`src/rtl/counter_time_gen_if.sv`:
```
// Bundles the control and status signals of counter_time_gen.
// The warn signal exists only when COUNTER_TIME_WARN_EN is defined.
interface counter_time_gen_if #(
  parameter int W = 4
);
  logic         E;
  logic         LOAD;
  logic         DOWN;
  logic [W-1:0] LIMIT;
  logic [W-1:0] TEMPO;
  logic         tick;
  logic         end_time;
`ifdef COUNTER_TIME_WARN_EN
  logic         warn;

  modport master (
    output E, LOAD, DOWN, LIMIT,
    input  TEMPO, tick, end_time, warn
  );

  modport slave (
    input  E, LOAD, DOWN, LIMIT,
    output TEMPO, tick, end_time, warn
  );
`else
  modport master (
    output E, LOAD, DOWN, LIMIT,
    input  TEMPO, tick, end_time
  );

  modport slave (
    input  E, LOAD, DOWN, LIMIT,
    output TEMPO, tick, end_time
  );
`endif
endinterface

```
`src/rtl/counter_time_gen.sv`:
```
// Round timer: prescales CLOCK_50 and counts TEMPO up to or down from a loaded limit.
// Optional warn output near the terminal value is enabled by COUNTER_TIME_WARN_EN.
module counter_time_gen #(
  parameter int CLK_HZ    = 50_000_000,
  parameter int TICK_HZ   = 1,
  parameter int W         = 4,
  parameter int WARN_LEFT = 3
) (
  input  logic                    CLOCK_50,
  input  logic                    R,
  counter_time_gen_if.slave       bus
);

  localparam int DIV = CLK_HZ / TICK_HZ;
  localparam int PW  = (DIV > 1) ? $clog2(DIV) : 1;
  localparam logic [PW-1:0] PRE_MAX = PW'(DIV - 1);

  if (DIV < 1 || WARN_LEFT < 0) begin : g_bad_param
    $error("counter_time_gen: DIV must be >= 1 and WARN_LEFT >= 0");
  end

  logic [PW-1:0] pre;
  logic [W-1:0]  lim_r;
  logic          mode_r;
  logic [W-1:0]  tempo_r;
  logic          tick_r;
  logic          end_r;

  logic [W-1:0]  term;
  logic [W-1:0]  next_tempo;

  always_comb begin
    term       = mode_r ? '0 : lim_r;
    next_tempo = mode_r ? (tempo_r - W'(1)) : (tempo_r + W'(1));
  end

  // Terminal check happens before the step so TEMPO can never wrap.
  always_ff @(posedge CLOCK_50 or negedge R) begin
    if (!R) begin
      pre     <= '0;
      lim_r   <= '1;
      mode_r  <= 1'b0;
      tempo_r <= '0;
      tick_r  <= 1'b0;
      end_r   <= 1'b0;
    end else if (bus.LOAD) begin
      lim_r   <= bus.LIMIT;
      mode_r  <= bus.DOWN;
      pre     <= '0;
      tick_r  <= 1'b0;
      tempo_r <= bus.DOWN ? bus.LIMIT : '0;
      end_r   <= (bus.LIMIT == '0);
    end else if (bus.E && !end_r) begin
      if (tempo_r == term) begin
        pre    <= '0;
        tick_r <= 1'b0;
        end_r  <= 1'b1;
      end else if (pre == PRE_MAX) begin
        pre     <= '0;
        tempo_r <= next_tempo;
        tick_r  <= 1'b1;
        end_r   <= (next_tempo == term);
      end else begin
        pre    <= pre + PW'(1);
        tick_r <= 1'b0;
      end
    end else begin
      tick_r <= 1'b0;
    end
  end

  assign bus.TEMPO    = tempo_r;
  assign bus.tick     = tick_r;
  assign bus.end_time = end_r;

`ifdef COUNTER_TIME_WARN_EN
  logic [W-1:0] remaining;

  always_comb begin
    remaining = mode_r ? tempo_r : (lim_r - tempo_r);
  end

  assign bus.warn = !end_r && (32'(remaining) <= $unsigned(WARN_LEFT));
`endif

endmodule

```
`src/flat_wrapper.sv`:
```
// flat-port wrapper written by rule: the top's interface ports become plain ports
module counter_time_gen_flat 
#(
  parameter int CLK_HZ    = 50_000_000,
  parameter int TICK_HZ   = 1,
  parameter int W         = 4,
  parameter int WARN_LEFT = 3
)
  (CLOCK_50, R, bus_E, bus_LOAD, bus_DOWN, bus_LIMIT, bus_TEMPO, bus_tick, bus_end_time);
  counter_time_gen_if #(.W(W)) bus_i ();
  input  logic CLOCK_50;
  input  logic R;
  input wire logic [$bits(bus_i.E)-1:0] bus_E;
  input wire logic [$bits(bus_i.LOAD)-1:0] bus_LOAD;
  input wire logic [$bits(bus_i.DOWN)-1:0] bus_DOWN;
  input wire logic [$bits(bus_i.LIMIT)-1:0] bus_LIMIT;
  output wire logic [$bits(bus_i.TEMPO)-1:0] bus_TEMPO;
  output wire logic [$bits(bus_i.tick)-1:0] bus_tick;
  output wire logic [$bits(bus_i.end_time)-1:0] bus_end_time;
  assign bus_i.E = bus_E;
  assign bus_i.LOAD = bus_LOAD;
  assign bus_i.DOWN = bus_DOWN;
  assign bus_i.LIMIT = bus_LIMIT;
  assign bus_TEMPO = bus_i.TEMPO;
  assign bus_tick = bus_i.tick;
  assign bus_end_time = bus_i.end_time;
  counter_time_gen #(.CLK_HZ(CLK_HZ), .TICK_HZ(TICK_HZ), .W(W), .WARN_LEFT(WARN_LEFT)) u_core (.CLOCK_50(CLOCK_50), .R(R), .bus(bus_i));
endmodule
```
`config.mk`:
```
export PLATFORM = sky130hd
export DESIGN_NAME = counter_time_gen_flat
export DESIGN_NICKNAME = d
export VERILOG_FILES = /design/src/rtl/counter_time_gen_if.sv /design/src/rtl/counter_time_gen.sv /design/src/flat_wrapper.sv
export SDC_FILE = /design/constraint.sdc
export NUM_CORES = 1
export LEC_CHECK = 0
export ABC_AREA = 1
export CORE_ASPECT_RATIO = 0.6
export CORE_MARGIN = 1
export CORE_UTILIZATION = 30
export CTS_CLUSTER_DIAMETER = 80
export DETAILED_ROUTE_END_ITERATION = 12
export PLACE_DENSITY = 0.48
export SLEW_MARGIN = 20
export SYNTH_ARGS = -nofsm -noshare
export SYNTH_HDL_FRONTEND = slang
export SYNTH_SLANG_ARGS = --single-unit
```
`constraint.sdc`:
```
create_clock -name CLOCK_50 -period 2.1 [get_ports CLOCK_50]
set_input_delay 0.42 -clock CLOCK_50 [delete_from_list [all_inputs] [get_ports CLOCK_50]]
set_output_delay 0.42 -clock CLOCK_50 [all_outputs]
set_load 0.1 [all_outputs]
```
== Yosys cells after proc, flatten, opt, wreduce, memory -nomap -nowiden ==
Cells that the tools add are included.

* Word-level logic and storage cells: 40
* Flip-flop bits (word level): 37
* Output and inout port bits: 6
* Bits of input ports: 9

* Muxes and demuxes: 19
* Equality and inequality tests: 4
* Add/subtract/negate cells: 3
* Reductions and logical operators: 8

{| class="wikitable"
|+ Operators by type and width
! kind !! count
|-
| two-way mux 26 bit || 4
|-
| two-way mux 4 bit || 7
|-
| adder 26 x 1 -> 26 bit (second input constant) || 1
|-
| equality test 26 bit (second input constant) || 1
|-
| equality test 4 bit || 2
|-
| two-way mux 1 bit || 8
|-
| adder 4 x 1 -> 4 bit (second input constant) || 1
|-
| zero test 4 bit || 1
|-
| nonzero test 2 bit || 2
|-
| subtractor 4 x 1 -> 4 bit (second input constant) || 1
|-
| AND reduction 3 bit || 1
|-
| nonzero test 3 bit || 1
|-
| inequality test 2 bit (second input constant) || 1
|-
| AND reduction 2 bit || 1
|-
| logical AND 1 bit || 1
|-
| zero test 1 bit || 1
|}

== Longest topological paths before layout ==
* Depth after elaboration: 7
* Gate-level depth with buffers: 13
* Depth with buffers taken out: 12

== Least setup slack after synthesis ==
Ideal clock, no wire load.

* Path kind: reg2reg
* Start point: reg u_core.tempo_r[0] (netlist: u_core.bus.TEMPO[0])
* End point: reg u_core.end_r (netlist: u_core.bus.end_time)
* Buffers on the path: 0
* Path slack: -0.273 ns
* Period minus slack after synthesis: 2.373 ns
* Arrival time: 2.294 ns
* Cell stages (with the launch flop): 11
* Library setup time: 0.079 ns
* Required time: 2.021 ns
* Cells stage by stage: dfrtp_1 inv_1 fa_1 nand3b_1 nand2_1 nand2_1 nor2_1 nand3_1 nand2_1 nand2_1 a21oi_1

* Cells in the longest elaborated chain, start to end: 7
* Elaborated cells on any way between the ends: 11
* Those cells by class: add/sub: 2; eq/ne: 2; mux: 5; reduce/logical: 2

{| class="wikitable"
|+ RTL lines
! item !! RTL line !! RTL
|-
| start: declaration || counter_time_gen.sv:25 || <nowiki>logic [W-1:0] tempo_r;</nowiki>
|-
| start signal: assignment || counter_time_gen.sv:51 || <nowiki>tempo_r <= bus.DOWN ? bus.LIMIT : '0;</nowiki>
|-
| start signal: assignment || counter_time_gen.sv:60 || <nowiki>tempo_r <= next_tempo;</nowiki>
|-
| adder 4 x 1 -> 4 bit / subtractor 4 x 1 -> 4 bit (equally long branches) || counter_time_gen.sv:34 || <nowiki>next_tempo = mode_r ? (tempo_r - W'(1)) : (tempo_r + W'(1));</nowiki>
|-
| two-way mux 4 bit || counter_time_gen.sv:34 ||
|-
| equality test 4 bit || counter_time_gen.sv:62 || <nowiki>end_r <= (next_tempo == term);</nowiki>
|-
| two-way mux 1 bit || counter_time_gen.sv:58 || <nowiki>end else if (pre == PRE_MAX) begin</nowiki>
|-
| two-way mux 1 bit || counter_time_gen.sv:54 || <nowiki>if (tempo_r == term) begin</nowiki>
|-
| two-way mux 1 bit || counter_time_gen.sv:53 || <nowiki>end else if (bus.E && !end_r) begin</nowiki>
|-
| two-way mux 1 bit || counter_time_gen.sv:46 || <nowiki>end else if (bus.LOAD) begin</nowiki>
|-
| end signal: assignment || counter_time_gen.sv:52 || <nowiki>end_r <= (bus.LIMIT == '0);</nowiki>
|-
| end signal: assignment || counter_time_gen.sv:62 ||
|-
| end: declaration || counter_time_gen.sv:27 || <nowiki>logic end_r;</nowiki>
|}

Several ways; a longest one is shown, not always the timed one. The select of a mux whose other input is x is not followed.
A chain may end at the register's enable or synchronous reset.

== Final worst setup path ==
* Start point: reg u_core.mode_r
* End point: reg u_core.end_r (netlist: u_core.bus.end_time)

* Cells in the longest elaborated chain, start to end: 6
* Elaborated cells on any way between the ends: 10
* Those cells by class: eq/ne: 2; mux: 6; reduce/logical: 2

{| class="wikitable"
|+ RTL lines
! item !! RTL line !! RTL
|-
| start: declaration || counter_time_gen.sv:24 || <nowiki>logic mode_r;</nowiki>
|-
| start signal: assignment || counter_time_gen.sv:48 || <nowiki>mode_r <= bus.DOWN;</nowiki>
|-
| two-way mux 4 bit, on equally long branches || counter_time_gen.sv:34, counter_time_gen.sv:33 ||
|-
| equality test 4 bit || counter_time_gen.sv:62 ||
|-
| two-way mux 1 bit || counter_time_gen.sv:58 ||
|-
| two-way mux 1 bit || counter_time_gen.sv:54 ||
|-
| two-way mux 1 bit || counter_time_gen.sv:53 ||
|-
| two-way mux 1 bit || counter_time_gen.sv:46 ||
|}

Several ways; a longest one is shown, not always the timed one. The select of a mux whose other input is x is not followed.

==> qor.yml <==
status: "completed"
die_y_um: 71.2
start_kind: "flop"
crit_top_cell: "nand2_1"
cts_tree: "done"
portBuffers: 14
ant_nets: 0
layout.cells.non_filler: 467
htreeDepth: 2
multi_input_area_um2: 1220
hpwl_um: 4900
synthCells: 340
drive_above_1_share_pct: 15.2
area_growth_pct: 18.0
nets: 375
relSlewSlack_pct: 70.3
num_rows: 24
post_cts_resized: 0
synth-main-ff-cell: "dfrtp_1"
slew_violations: 0
synth_top_area_cell: "dfrtp_1"
power.density_nw_per_um2: 810
post-cts-setup-buffer-count: 0
grt_max_degree: 20
cts_buffers: 5
grtUsageTotal_pct: 16.5
synth_top_area_share_pct: 34.5
netlist_area_um2: 2390
grt_first_pass_wirelength_um: 10200
clockBufferDepth: 2
cts.sink_count: 37
clock_skew_ns: 0.00565
holdCritPathClass: "in -> async"
worst_slew_pin_slew_ns: 0.445
drtIter0Drc: 171
clkTransAtPathRegs_ns: 0.06
route.detailed.drc: 0
dr.pass1.iters: 4
finalWorstPathRequiredPeriod_ns: 1.92
grt_pass1_vias: 1884
critPathSlowestCell: "fa_1"
syn_nets: 353
critPathTopFamily: "simple AND/OR/NAND/NOR gates"
critical_path_class: "reg -> reg"
initial_core_util_pct: 32.0
worst-path-buf-inv: 1
crit_required_ns: 2.31
die-area_um2: 8350
antenna_found_initial: 0
synthArstFlopShare_pct: 100
end_kind: "flop"
ys_seq_area_share_pct: 38.9
overflow: 0
ff2ff_setup_slack_ns: 0.18
diodes: 0
leakage_nw: 1.32
cts-root-buf: "clkbuf_16"
hold_ws_ns: 0.0742
worst_ir_drop_vdd_v: 0.000259
rsz0062_at_grt: "no"
synth_area_leaders: "dfrtp_1 35%, nand2_1 16%, nor2_1 7.1%, inv_1 6.9%, nand3_1 5.4%"
wire_per_inst_um: 13.0
synth_edf_count: 0
r2r-start: "u_core.mode_r"
place_inst: 459
crit_path_max_fanout: 12
ys_top_cells_by_count: "100 x nand2_1, 45 x nor2_1, 44 x inv_1, 33 x dfrtp_1, 26 x nand3_1"
ys_ff_latch: 37
fillerInstances: 805
clk_latency_ns: 0.29
r2r_cells: 10
gp_congestion: 0.865
setup_tns_ns: 0
post-synth-top-count-cell: "nand2_1"
finalCritPeriodShare_pct: 91.3
yosysWarnings: 0
crit_chain: "inv_2 > fa_1 > nand3b_1 > nand2_1 > nand2_1 > nor2_1 > nand3_1 > nand2_1 > nand2_1 > a21oi_1"
drt-total-wl_um: 6090
max_cap_viol_count: 0
layout_setup_ws_ns: 0.183
cp_slowest_stage_delay_ns: 0.48
worstPathArrival_ns: 2.13
die_x_um: 117
seq_area_um2: 935
regToRegEndpoint: "u_core.bus.end_time"
fmax_ghz: 0.522
pin_count: 15
core-area_um2: 7480
syn_avg_cell_area_um2: 7.04
hold_viol_final: 0
vias: 2107
setup_viol: 0
place_ws_ns: 0.0872
via_per_inst: 4.51
hold_buffers: 0
yosysUniqueCellTypes: 32
==> cells in the final DEF, fill, tap and decap left out <==
cell type,instances
nand2_1,100
nor2_1,45
inv_1,44
dfrtp_1,30
nand3_1,26
buf_4,14
a21oi_1,12
o21ai_0,9
nand4_1,8
clkdlybuf4s50_1,7
nor3_1,6
nor2_2,5
xor2_1,5
clkbuf_16,5
inv_2,4
nor3_2,4
nand3_2,4
nor4_1,4
dfstp_2,4
nand2_2,3
o21ai_1,3
ha_1,3
dfrtp_2,3
nor2_4,2
o21ai_2,1
nand3_4,1
nand2_4,1
a31oi_1,1
a21boi_0,1
or2_2,1
nand3b_1,1
o22ai_1,1
fa_1,1
clkbuf_1,1
clkbuf_8,1
bufinv_16,1
buf_2,1
==> report_power, final <==
part           internal, mW  switching, mW
logic                 0.170          0.420
registers             0.762         0.0508
clock network         0.593          0.290
==> worst max path at each step <==
| stage | startpoint | endpoint | slack, ns | depth (start not counted) |
|---|---|---|---|---|
| after floorplan | u_core.bus.TEMPO[0] | u_core.bus.end_time | 0.05 | 10 |
| after global placement | bus_E | u_core.pre[21] | 0.09 | 10 |
| after detailed placement | bus_E | u_core.pre[22] | 0.09 | 10 |
| after CTS | u_core.mode_r | u_core.bus.end_time | 0.21 | 10 |
| after global routing | u_core.mode_r | u_core.bus.end_time | 0.06 | 10 |
| final | u_core.mode_r | u_core.bus.end_time | 0.18 | 10 |
==> registers in the layout, summed over array words and instances, names as in the netlist <==
signal / count
u_core.pre: 26
u_core.bus.TEMPO: 4
u_core.lim_r: 4
u_core.bus.end_time: 1
u_core.bus.tick: 1
u_core.mode_r: 1
==> routing by layer <==
metal	share of wire, %	global-route usage (%)	vias to the layer above
li1	-	-	1123
met1	61	29.9	939
met2	31	16.9	38
met3	6.5	4.88	7
met4	0.80	3.38	0
met5	0	0	-
==> layout make-up <==
class | instances | area share [%]
Multi-Input combinational cell | 248 | 43.4
Sequential cell | 37 | 33.1
Timing Repair Buffer | 22 | 6.38
Inverter | 48 | 6.38
Clock buffer | 7 | 5.05
Tap cell | 104 | 4.61
Clock inverter | 1 | 1.06
==> metrics by stage <==
stage	power (mW)	utilization (%)	area [um2]
after floorplan	1.26	-	2400
after global placement	1.42	35.4	2650
after detailed placement	1.42	35.4	2650
after CTS	2.31	37.8	2820
after global routing	2.41	37.8	2820
final	2.29	37.8	2820
==> logic make-up (layout without fill, tap and decap cells) <==
| logic type | count (synthesis) | count (layout) | synth area share, % |
|---|---|---|---|
| compound gates | 28 | 28 | 6.22 |
| xor+xnor | 5 | 5 | 1.83 |
| fa+ha+maj | 4 | 4 | 2.41 |
| buf+inv | 55 | 78 | 9.88 |
| flops | 37 | 37 | 38.9 |
| simple gates | 211 | 211 | 40.7 |
Note: power is estimated with default switching activity, not from simulation.
